==> config.mk <==
export PLATFORM = sky130hd
export DESIGN_NAME = matrix_row_sequencer
export DESIGN_NICKNAME = d
export VERILOG_FILES = /design/src/rtl/matrix_row_sequencer.sv
export SDC_FILE = /design/constraint.sdc
export NUM_CORES = 1
export LEC_CHECK = 0
export BUFFER_PORTS_ARGS = -buffer_cell sky130_fd_sc_hd__buf_2
export CAP_MARGIN = 20
export CORE_AREA = 2 2 303 305
export DETAILED_ROUTE_END_ITERATION = 10
export DIE_AREA = 0 0 305 307
export SYNTH_ARGS = -nofsm -noshare
export SYNTH_HDL_FRONTEND = slang
export SYNTH_SLANG_ARGS = --single-unit
==> constraint.sdc <==
create_clock -name Clock -period 2.3 [get_ports Clock]
set_clock_uncertainty 0.2 [all_clocks]
set_input_delay 0.115 -clock Clock [delete_from_list [all_inputs] [get_ports Clock]]
set_output_delay 0.115 -clock Clock [all_outputs]
set_load 0.02 [all_outputs]
==> src/rtl/matrix_row_sequencer.sv <==
// ---------------------------------------------------------------------------
// matrix_row_sequencer
//
// Runs an element-wise (Hadamard) product of two ROWS x ROWS signed matrices
// through the shared scalar multiplicator, one row at a time. Each row pair is
// fetched from the A/B buffers, issued to the multiplicator with the multiply
// op-code, and the returned product row is written to the result buffer.
//
// Optional feature macro: ROW_TIMEOUT_EN
//   When defined, a per-row WAIT-cycle counter aborts the job if the
//   multiplicator stays silent for TIMEOUT_CYC consecutive WAIT cycles.
//
// Ports:
//   Clock, ClearAll_n        system clock (rising edge), async active-low reset
//   Start, Operation         job request from ALU control (only 3'b100 legal)
//   Busy, Done, Error        job status (Done is a pulse, Error is sticky)
//   RowAddr, RowA, RowB      row fetch from the combinational-read A/B buffers
//   MulOperation, MulEnable  op-code and issue strobe to the multiplicator
//   MulClearAll              multiplicator clear pulse, only on an abort
//   MulColumnA, MulColumnB   registered operand rows to the multiplicator
//   MulDone, MulError        multiplicator status
//   MulResult                product row from the multiplicator
//   WrEn, WrAddr, WrData     result-buffer write port
// ---------------------------------------------------------------------------
module matrix_row_sequencer #(
  parameter int DATA_W      = 32,
  parameter int ROWS        = 4,
  parameter int TIMEOUT_CYC = 8,
  localparam int ROW_W      = (ROWS > 1) ? $clog2(ROWS) : 1
) (
  input  logic                   Clock,
  input  logic                   ClearAll_n,
  input  logic                   Start,
  input  logic [2:0]             Operation,
  output logic                   Busy,
  output logic                   Done,
  output logic                   Error,
  output logic [ROW_W-1:0]       RowAddr,
  input  logic [ROWS*DATA_W-1:0] RowA,
  input  logic [ROWS*DATA_W-1:0] RowB,
  output logic [2:0]             MulOperation,
  output logic                   MulEnable,
  output logic                   MulClearAll,
  output logic [ROWS*DATA_W-1:0] MulColumnA,
  output logic [ROWS*DATA_W-1:0] MulColumnB,
  input  logic                   MulDone,
  input  logic                   MulError,
  input  logic [ROWS*DATA_W-1:0] MulResult,
  output logic                   WrEn,
  output logic [ROW_W-1:0]       WrAddr,
  output logic [ROWS*DATA_W-1:0] WrData
);

  localparam logic [2:0]       OP_MUL   = 3'b100;
  localparam logic [2:0]       OP_NONE  = 3'b000;
  localparam logic [ROW_W-1:0] LAST_ROW = ROW_W'(ROWS - 1);

  typedef enum logic [2:0] {
    IDLE,
    FETCH,
    ISSUE,
    WAIT,
    WRITE,
    FINISH
  } stateT;

  stateT            state;
  stateT            stateNext;
  logic [ROW_W-1:0] rowIdx;
  logic             abortedJob;
  logic             timeoutHit;
  logic             startLegal;

  assign startLegal = (Operation == OP_MUL);

`ifdef ROW_TIMEOUT_EN
  localparam int CNT_W = $clog2(TIMEOUT_CYC + 1);
  logic [CNT_W-1:0] waitCnt;

  // The counter holds the number of silent WAIT cycles already completed, so
  // the abort fires at the end of the TIMEOUT_CYC-th silent cycle.
  always_comb begin
    timeoutHit = (waitCnt == CNT_W'(TIMEOUT_CYC - 1));
  end

  // Silent-cycle counter, restarted every time a row is issued.
  always_ff @(posedge Clock or negedge ClearAll_n) begin
    if (!ClearAll_n) begin
      waitCnt <= '0;
    end else if (state == ISSUE) begin
      waitCnt <= '0;
    end else if (state == WAIT && !MulError && !MulDone && !timeoutHit) begin
      waitCnt <= waitCnt + 1'b1;
    end
  end
`else
  // Without the timeout feature WAIT holds until the multiplicator answers.
  always_comb begin
    timeoutHit = 1'b0;
  end
`endif

  // State register.
  always_ff @(posedge Clock or negedge ClearAll_n) begin
    if (!ClearAll_n) begin
      state <= IDLE;
    end else begin
      state <= stateNext;
    end
  end

  // Next-state logic. MulError outranks MulDone, and a timeout only counts
  // when the multiplicator has said nothing at all in this cycle.
  always_comb begin
    stateNext = state;
    case (state)
      IDLE: begin
        if (Start) begin
          stateNext = startLegal ? FETCH : FINISH;
        end
      end
      FETCH:  stateNext = ISSUE;
      ISSUE:  stateNext = WAIT;
      WAIT: begin
        if (MulError) begin
          stateNext = FINISH;
        end else if (MulDone) begin
          stateNext = WRITE;
        end else if (timeoutHit) begin
          stateNext = FINISH;
        end
      end
      WRITE:  stateNext = (rowIdx == LAST_ROW) ? FINISH : FETCH;
      FINISH: stateNext = IDLE;
      default: stateNext = IDLE;
    endcase
  end

  // Job bookkeeping and datapath registers: row index, sticky error, abort
  // flag (drives the multiplicator clear in FINISH), operand and result rows.
  // An illegal op-code raises Error but is not an abort, since nothing was
  // ever issued to the multiplicator.
  always_ff @(posedge Clock or negedge ClearAll_n) begin
    if (!ClearAll_n) begin
      rowIdx     <= '0;
      Error      <= 1'b0;
      abortedJob <= 1'b0;
      MulColumnA <= '0;
      MulColumnB <= '0;
      WrData     <= '0;
    end else begin
      case (state)
        IDLE: begin
          if (Start) begin
            rowIdx     <= '0;
            abortedJob <= 1'b0;
            Error      <= !startLegal;
          end
        end
        FETCH: begin
          MulColumnA <= RowA;
          MulColumnB <= RowB;
        end
        WAIT: begin
          if (MulError || (!MulDone && timeoutHit)) begin
            Error      <= 1'b1;
            abortedJob <= 1'b1;
          end else if (MulDone) begin
            WrData <= MulResult;
          end
        end
        WRITE: begin
          if (rowIdx != LAST_ROW) begin
            rowIdx <= rowIdx + 1'b1;
          end
        end
        default: begin
        end
      endcase
    end
  end

  // Output decode. Everything is a function of the state and the registered
  // row index, so reset forces all strobes low immediately.
  always_comb begin
    Busy         = (state != IDLE);
    Done         = (state == FINISH);
    MulClearAll  = (state == FINISH) && abortedJob;
    MulEnable    = (state == ISSUE);
    MulOperation = (state == ISSUE) ? OP_MUL : OP_NONE;
    WrEn         = (state == WRITE);
    WrAddr       = rowIdx;
    RowAddr      = rowIdx;
  end

endmodule
==> results of run 1 <==
## cells by family after synthesis
logic type                 count (synthesis)  synth area share
AOI/OAI and AO/OA                         13           0.00635
adders and majority gates                  1          0.000846
buffers and inverters                     52            0.0264
DFF                                      391             0.662
muxes                                    385             0.293
other                                      1          0.000254
and+or+nand+nor                           24            0.0108
## registers in the layout, summed over array words and instances, names as in the netlist
signal	count
Error	1
MulColumnB	128
RowAddr	2
state	3
MulColumnA	128
abortedJob	1
WrData	128
## layer usage
layer,share of wire,global-route usage
met3,0.071,0.0342
met2,0.51,0.191
met5,0.00052,0
met1,0.38,0.116
met4,0.034,0.0446
## Yosys cell counts
library cell  instances
a2111oi_0             1
and3b_1               1
nor3_1                3
nand3_1               1
nor3b_2               1
ha_1                  1
a21oi_1               3
dfrtp_1             391
o21ai_0               2
inv_1                 1
clkbuf_1              3
conb_1                1
nor4_1                1
o31ai_1               1
a22o_1                3
or3_1                 1
nor2b_1               1
and2_1                2
a2bb2oi_1             1
nand2b_1              1
buf_6                10
nand4b_1              1
or4b_2                1
a32oi_1               1
buf_4                29
nand2_1               2
mux2_2              385
nor2_1                4
nor2b_4               1
a221oi_1              1
nor4b_1               1
or3b_2                2
buf_2                 9
## final timing paths
path | slack (ns) | cells past startpoint | endpoint | startpoint
worst max-delay path | 0.11 | 5 | Error | state[1]
worst min-delay path | 0.08 | 4 | state[2] | Operation[1]
worst max register to register | 0.11 | 5 | Error | state[1]
worst min register to register | 0.30 | 1 | WrData[31] | WrData[31]
max in group asynchronous | 1.40 | 3 | WrData[45] | ClearAll_n
min in group asynchronous | 0.10 | 3 | MulColumnB[26] | ClearAll_n
## final cells by class
class                   instances  area, µm²
well taps                    1186       1480
flip-flops and latches        391       9790
repair buffers               1220       8350
inverters                       1       3.75
fillers                      9158      65000
clock buffers                  63       1340
clock inverters                13        113
multi-input cells             425       4630
diodes                          1       2.50
## power groups by stage
| stage | clock [mW] | combinational [mW] | sequential (mW) |
|---|---|---|---|
| 2_1_floorplan | 0 | 5.73 | 16.5 |
| 3_3_place_gp | 0 | 15.6 | 12.3 |
| 3_5_place_dp | 0 | 15.8 | 12.4 |
| 4_1_cts | 7.36 | 16.4 | 12.3 |
| 5_1_grt | 7.61 | 17.2 | 12.8 |
| 6_report | 7.08 | 16.3 | 12.4 |
## critical path, stage by stage, from the launching register on
cell and delay (ns):
dfrtp_1 0.43, buf_6 0.17, or3b_2 0.45, a21oi_2 0.18
a2bb2oi_1 0.16, dlygate4sd3_1 0.55
## what timing repair did
action                                  in CTS  in global routing
gates resized for setup                      4                  4
hold buffers                               392                  0
hold endpoints to repair                   782                  0
pin swaps                                    0                  1
endpoints found under the setup margin       2                  2
## cells in the final DEF, fill, tap and decap left out, drive strengths merged, types with 2 or more instances in the layout
cell type    synthesis  routed
a21oi                3       3
a22o                 3       3
and2                 2       2
buf                 48     828
clkbuf               3      64
clkinv               0       6
clkinvlp             0       3
conb                 1       2
dfrtp              391     391
dlygate4sd3          0     391
inv                  1       4
mux2               385     385
nand2                2       2
nor2                 4       4
nor2b                2       2
nor3                 3       3
o21ai                2       2
or3b                 2       2
==> qor.yml, run 1 <==
grt_pass1_wl_um: 77300
cp_max_fo: 12
finalPower_mw: 35.8
rows: 111
synthCells: 867
hold_ws_ns: 0.0846
synth_top_area_frac: 0.662
ys_types: 33
routedWlPerCell_um: 15.8
status: "completed"
die_w_um: 305
hpwlAfterDp_um: 36700
ir_drop_v: 0.000616
stdcell_count: 3300
gp_routability_congestion: 0.783
hold_viol_final: 0
numCtsBuffers: 45
place_ws_ns: 0.297
critPathLaunchType: "flop"
num_io_pins: 789
initial_core_util: 0.163
mappedNetlistArea_um2: 14800
seqPwrFrac: 0.347
clock_latency_ns: 0.59
placed_area_um2: 20300
cts_tree: "built"
hp-class: "primary input to flop"
crit_arrival_ns: 2.52
io_buffers: 786
drc: 0
cts.sinks: 391
power_density_nw_per_um2: 1390
drv_slew: 0
power_frac_clock: 0.198
combPwrFrac: 0.455
ctsRootBufferMaster: "clkbuf_16"
cellLeakagePower_nw: 12.1
utilization: 0.283
grt_pass1_vias: 13000
vias: 12000
max_freq_mhz: 456
wirelength_um: 52100
synth-seq-cells: 391
seq_area_frac_synth: 0.662
drive_gt1_frac: 0.612
cts.clk_slew.worst_paths_ns: 0.06
areaGrowthSynthToFinish_pct: 73.9
first_iter_violations: 502
nets: 2477
firstDrtPassIters: 4
design_area_um2: 25700
finalSetupViolCount: 0
worst_slack_ns: 0.106
switching_share: 0.389
p_int_mw: 21.8
postRouteAntennaNets: 0
htree_levels: 2
rsz0062_at_grt: "no"
drv_cap: 0
placed_cells: 2831
core_area_um2: 90700
postCtsSetupBuffers: 0
synth_top_cell_by_area: "dfrtp_1"
overflow: 0
crit_path_end_kind: "flop"
avgSynthCellArea_um2: 17.0
track_usage: 0.107
required_ns: 2.63
p_switching_mw: 13.9
grt_antenna_before_repair: 4
fin_tns_setup_ns: 0
die_h_um: 307
dieArea_um2: 93600
clockBufferDepth: 3
criticalPathCategory: "flop to flop"
fin_crit_sh: 0.954
grt_max_degree: 69
period_needed_ns: 2.19
vias_per_cell: 3.63
ys_top_cells_by_area: "dfrtp_1 66%, mux2_2 29%, buf_4 1.5%, buf_6 0.76%, buf_2 0.30%"
synth_warnings: 0
Note: power is estimated with default switching activity, not from simulation.
==> run 2, diff against run 1 <==
--- a/config.mk
+++ b/config.mk
@@ -10,6 +10,7 @@
 export CORE_AREA = 2 2 303 305
 export DETAILED_ROUTE_END_ITERATION = 10
 export DIE_AREA = 0 0 305 307
+export REMOVE_ABC_BUFFERS = 1
 export SYNTH_ARGS = -nofsm -noshare
 export SYNTH_HDL_FRONTEND = slang
 export SYNTH_SLANG_ARGS = --single-unit
==> qor.yml, run 2 (synthesis results as in run 1) <==
postRouteAntennaNets: 0  # unchanged
regToRegStartpoint: "state[2]"
max_stage_delay_ns: 0.44  # -0.11 ns
vias: 12100  # +1.3%
hold_viol_final: 0  # unchanged
nets: 2492  # +0.61%
clock_latency_ns: 0.58  # about the same
drive_gt1_frac: 0.611  # -0.00116
dieArea_um2: 93600  # unchanged
status: "completed"
period_needed_ns: 2.11  # -0.0863 ns
fin_crit_sh: 0.916  # -0.0375
cp_max_fo: 16  # +4
core_area_um2: 90700  # unchanged
critPathLaunchType: "flop"
cts.clk_slew.worst_paths_ns: 0.06  # about the same
criticalPathCategory: "flop to primary output"
areaGrowthSynthToFinish_pct: 76.1
setup.worst_path.start: "state[2]"
rsz0062_at_grt: "no"
crit_path_end_kind: "primary output"
drv_slew: 0  # unchanged
firstDrtPassIters: 4  # unchanged
rows: 111  # unchanged
layout_common_cells: "785 x buf_2, 392 x dlygate4sd3_1, 391 x dfrtp_1"
stdcell_count: 3321  # +0.64%
numCtsBuffers: 46  # +2.2%
required_ns: 1.99  # -0.64 ns
layout_commonest_cell: "buf_2"
hold_ws_ns: 0.0975  # +0.0129 ns
overflow: 0  # unchanged
cts_resized: 0  # -4
grt_antenna_before_repair: 3  # -1
first_iter_violations: 466  # -7.2%
path_cells: "buf_4, or3_1, buf_2"
ir_drop_v: 0.000747  # +21%
die_h_um: 307  # unchanged
worstHoldStart: "MulResult[77]"
cellLeakagePower_nw: 12.3  # +1.5%
gp_routability_congestion: 0.790  # +0.83%
diodes: 0  # -1
routedWlPerCell_um: 15.7  # -0.36%
crit_arrival_ns: 1.79  # -0.73 ns
hpwlAfterDp_um: 36100  # -1.5%
vias_per_cell: 3.65  # +0.66%
cts_tree: "built"
slowest_stage: "dfrtp_1"
power_density_nw_per_um2: 1400  # +0.83%
cts.sinks: 391  # unchanged
max_freq_mhz: 475  # +4.1%
worst-path-buf-inv: 2  # unchanged
hp-class: "primary input to flop"
grt_max_degree: 49  # -29%
htree_levels: 2  # unchanged
drc: 0  # unchanged
io_buffers: 786  # unchanged
grt_pass1_vias: 13600  # +4.9%
ctsRootBufferMaster: "clkbuf_16"
track_usage: 0.108  # +0.000740
die_w_um: 305  # unchanged
num_io_pins: 789  # unchanged
clockBufferDepth: 3  # unchanged
grt_pass1_wl_um: 78900  # +2.1%
finalSetupViolCount: 0  # unchanged
placed_cells: 2844  # +0.46%
wirelength_um: 52200  # +0.27%
initial_core_util: 0.163  # unchanged
critPathTopFamily: "flip-flops"
finalPower_mw: 36.5  # +2.1%
drv_cap: 0  # unchanged
top_regs: "MulColumnA x128, MulColumnB x128, WrData x128"
[run 2: cell count changes in the layout (fill, tap and decap cells not counted), sizes merged, moves of 3 or more]
cell and delta:
buf +14, clkbuf +9, bufinv +4, clkinvlp -3, inv -3
[run 2: worst reg2reg max path: cells and delay by family, from the launching register on]
kind / cells / cell delay, ns
AND/OR/NAND/NOR: 1 / 0.31
buffers and inverters: 2 / 0.60
multiplexers: 1 / 0.36
flip-flops: 1 / 0.44
[run 2: per-layer routing]
| metal | up-vias | share of wire | track usage |
|---|---|---|---|
| li1 | 5526 | - | - |
| met1 | 5950 | 0.37 | 0.113 |
| met2 | 523 | 0.51 | 0.192 |
| met3 | 116 | 0.075 | 0.0340 |
| met4 | 4 | 0.045 | 0.0548 |
| met5 | - | 0.00036 | 0 |
[run 2: final cells by class]
cell class	count	area [µm²]
flip-flops and latches	391	9780
inverters	1	3.75
clock inverters	11	188
well taps	1186	1480
clock buffers	73	1450
multi-input cells	425	4620
repair buffers	1234	8510
fillers	9080	64700
[run 2: where the power goes]
| group | total (mW) | leakage [nW] | internal (mW) | switching [mW] |
|---|---|---|---|---|
| Clock | 7.81 | 0.805 | 4.86 | 2.95 |
| Sequential | 12.4 | 4.65 | 10.4 | 1.93 |
| Combinational | 16.4 | 6.81 | 7.30 | 9.06 |
| Total | 36.5 | 12.3 | 22.6 | 13.9 |
[run 2: per-stage QoR]
stage                      util  setup TNS [ns]  cell area (µm²)  setup slack, ns
final                     0.287               0            26000            0.193
after global routing      0.287               0            26000           0.0794
after global placement    0.225               0            20400            0.291
after floorplan               -        -2909.13            14400            -9.48
after detailed placement  0.225               0            20400            0.275
after CTS                 0.287               0            26000            0.105
[run 2: final timing paths]
| kind | end | slack, ns | cells after the start |
|---|---|---|---|
| min in group asynchronous | MulColumnA[24] | 0.15 | 3 |
| min reg2reg | WrData[116] | 0.30 | 1 |
| min | WrData[77] | 0.1 | 3 |
| max | Busy | 0.19 | 3 |
| max reg2reg | MulColumnA[94] | 0.27 | 4 |
| max in group asynchronous | WrData[67] | 1.41 | 3 |
[run 2: repair_timing]
item / CTS / global route
endpoints found under the hold margin: 782 / 0
buffers inserted: 0 / 0
hold buffers: 393 / 0
==> run 3, diff against run 2 <==
--- a/config.mk
+++ b/config.mk
@@ -10,6 +10,7 @@
 export CORE_AREA = 2 2 303 305
 export DETAILED_ROUTE_END_ITERATION = 10
 export DIE_AREA = 0 0 305 307
+export PLACE_DENSITY_LB_ADDON = 0.3
 export REMOVE_ABC_BUFFERS = 1
 export SYNTH_ARGS = -nofsm -noshare
 export SYNTH_HDL_FRONTEND = slang
==> constraint.sdc (replaced) <==
create_clock -name Clock -period 2.3 [get_ports Clock]
set_clock_uncertainty 0.2 [all_clocks]
set_input_delay 0.23 -clock Clock [delete_from_list [all_inputs] [get_ports Clock]]
set_output_delay 0.23 -clock Clock [all_outputs]
set_load 0.02 [all_outputs]
==> qor.yml, run 3 (synthesis results as in run 1) <==
routedWlPerCell_um: 15.6  # -0.46%
p_int_mw: 22.4  # -0.83%
seqPwrFrac: 0.339  # about the same
rrSetupSlack_ns: 0.19  # -0.08 ns
rsz0062_at_grt: "no"
vias: 12100  # -0.42%
status: "completed"
cts.sinks: 391  # unchanged
cp_max_fo: 14  # -2
io_buffers: 786  # unchanged
grt_pass1_wl_um: 77800  # -1.4%
p_switching_mw: 13.9  # -0.36%
hp-class: "primary input to async pin"
nets: 2482  # -0.40%
r2r-end: "MulColumnB[113]"
ctsRootBufferMaster: "clkbuf_16"
period_needed_ns: 2.16  # +0.0510 ns
utilization: 0.286  # -0.00117
cts_tree: "built"
cellLeakagePower_nw: 12.2  # -0.52%
finalSetupViolCount: 0  # unchanged
postRouteAntennaNets: 0  # unchanged
regToRegStartpoint: "state[1]"
core_area_um2: 90700  # unchanged
clock_latency_ns: 0.57  # about the same
areaGrowthSynthToFinish_pct: 75.4
drive_gt1_frac: 0.613  # +0.00128
fin_tns_setup_ns: 0  # unchanged
power_frac_clock: 0.208  # -0.006
overflow: 0  # unchanged
crit_arrival_ns: 1.73  # -0.06 ns
vias_per_cell: 3.65  # about the same
grt_antenna_before_repair: 0  # -3
combPwrFrac: 0.453  # +0.005
fin_crit_sh: 0.938  # +0.0222
first_iter_violations: 441  # -5.4%
wirelength_um: 51800  # -0.79%
rows: 111  # unchanged
diodes: 0  # unchanged
drc: 0  # unchanged
drv_cap: 0  # unchanged
drv_slew: 0  # unchanged
gp_routability_congestion: 0.868  # +9.9%
grt_pass1_vias: 13600  # -0.43%
layout_commonest_cell: "buf_2"
switching_share: 0.383  # +0.00113
track_usage: 0.106  # -0.00188
dieArea_um2: 93600  # unchanged
initial_core_util: 0.163  # unchanged
top_regs: "MulColumnA x128, MulColumnB x128, WrData x128"
htree_levels: 2  # unchanged
grt_max_degree: 68  # +39%
clockBufferDepth: 3  # unchanged
critPathLaunchType: "flop"
layout_common_cells: "784 x buf_2, 392 x dlygate4sd3_1, 391 x dfrtp_1"
crit_path_end_kind: "primary output"
cts.clk_slew.worst_paths_ns: 0.06  # about the same
firstDrtPassIters: 4  # unchanged
criticalPathCategory: "flop to primary output"
ir_drop_v: 0.000759  # +1.6%
required_ns: 1.87  # -0.12 ns
power_density_nw_per_um2: 1400  # -0.24%
die_w_um: 305  # unchanged
die_h_um: 307  # unchanged
hpwlAfterDp_um: 38600  # +6.7%
numCtsBuffers: 46  # unchanged
max_freq_mhz: 463  # -2.4%
hold_viol_final: 0  # unchanged
num_io_pins: 789  # unchanged
rr_worst_depth: 5  # +1
[run 3: cell count changes in the layout (fill, tap and decap cells not counted), moves of 2 or more]
cell | before | now
buf_4 | 39 | 28
clkbuf_8 | 13 | 10
clkinv_2 | 4 | 10
clkbuf_1 | 11 | 7
buf_12 | 16 | 18
[run 3: area by class of cell]
type | instances | area [µm²]
Multi-Input combinational cell | 425 | 4630
Timing Repair Buffer | 1224 | 8440
Fill cell | 9246 | 64800
Clock buffer | 66 | 1390
Sequential cell | 391 | 9780
Tap cell | 1186 | 1480
Inverter | 1 | 3.75
Clock inverter | 17 | 195
[run 3: worst max-delay path, stage by stage, from the launching register on]
cell and delay, ns:
dfrtp_1 0.37, buf_4 0.19, or3_4 0.42, buf_2 0.18
[run 3: worst max-delay path by stage]
stage | start | to | slack (ns) | depth (start not counted)
2_1_floorplan | state[1] | MulColumnA[0] | -9.48 | 2
4_1_cts | state[1] | Busy | 0.03 | 3
5_1_grt | state[2] | MulOperation[2] | 0.003 | 3
3_3_place_gp | state[2] | WrData[75] | 0.27 | 4
6_report | state[0] | Busy | 0.14 | 3
3_5_place_dp | state[2] | MulColumnA[62] | 0.21 | 4
[run 3: layer usage]
metal / part of all wire / GRT usage / vias up
li1: - / - / 5523
met1: 0.36 / 0.109 / 5976
met2: 0.53 / 0.198 / 463
met3: 0.064 / 0.0284 / 106
met4: 0.042 / 0.0494 / 0
met5: 0 / 0 / -
[run 3: power groups by stage]
stage | sequential (mW) | clock [mW] | combinational (mW)
2_1_floorplan | 15.6 | 0 | 3.98
3_3_place_gp | 12.3 | 0 | 15.8
3_5_place_dp | 12.4 | 0 | 16.1
4_1_cts | 12.3 | 7.87 | 16.6
5_1_grt | 12.7 | 8.17 | 17.4
6_report | 12.3 | 7.55 | 16.4
[run 3: repair_timing]
action                                  CTS  global route
endpoints found under the hold margin   772             0
hold buffers                            393             0
gates resized for setup                   2             2
endpoints found under the setup margin    3             2
pin swaps                                 0             0
setup buffers                             0             1
[run 3: stage by stage]
step / instances / hold WS (ns) / setup WS [ns] / total power, mW / area [µm²]
floorplan: 817 / -0.266 / -9.48 / 19.6 / 14400
global placement: 2833 / -0.0394 / 0.271 / 28.1 / 20400
detailed placement: 2833 / -0.0353 / 0.215 / 28.5 / 20400
CTS: 3309 / 0.100 / 0.0273 / 36.8 / 25900
global route: 3310 / 0.117 / 0.00338 / 38.3 / 25900
finish: 3310 / 0.132 / 0.142 / 36.3 / 25900
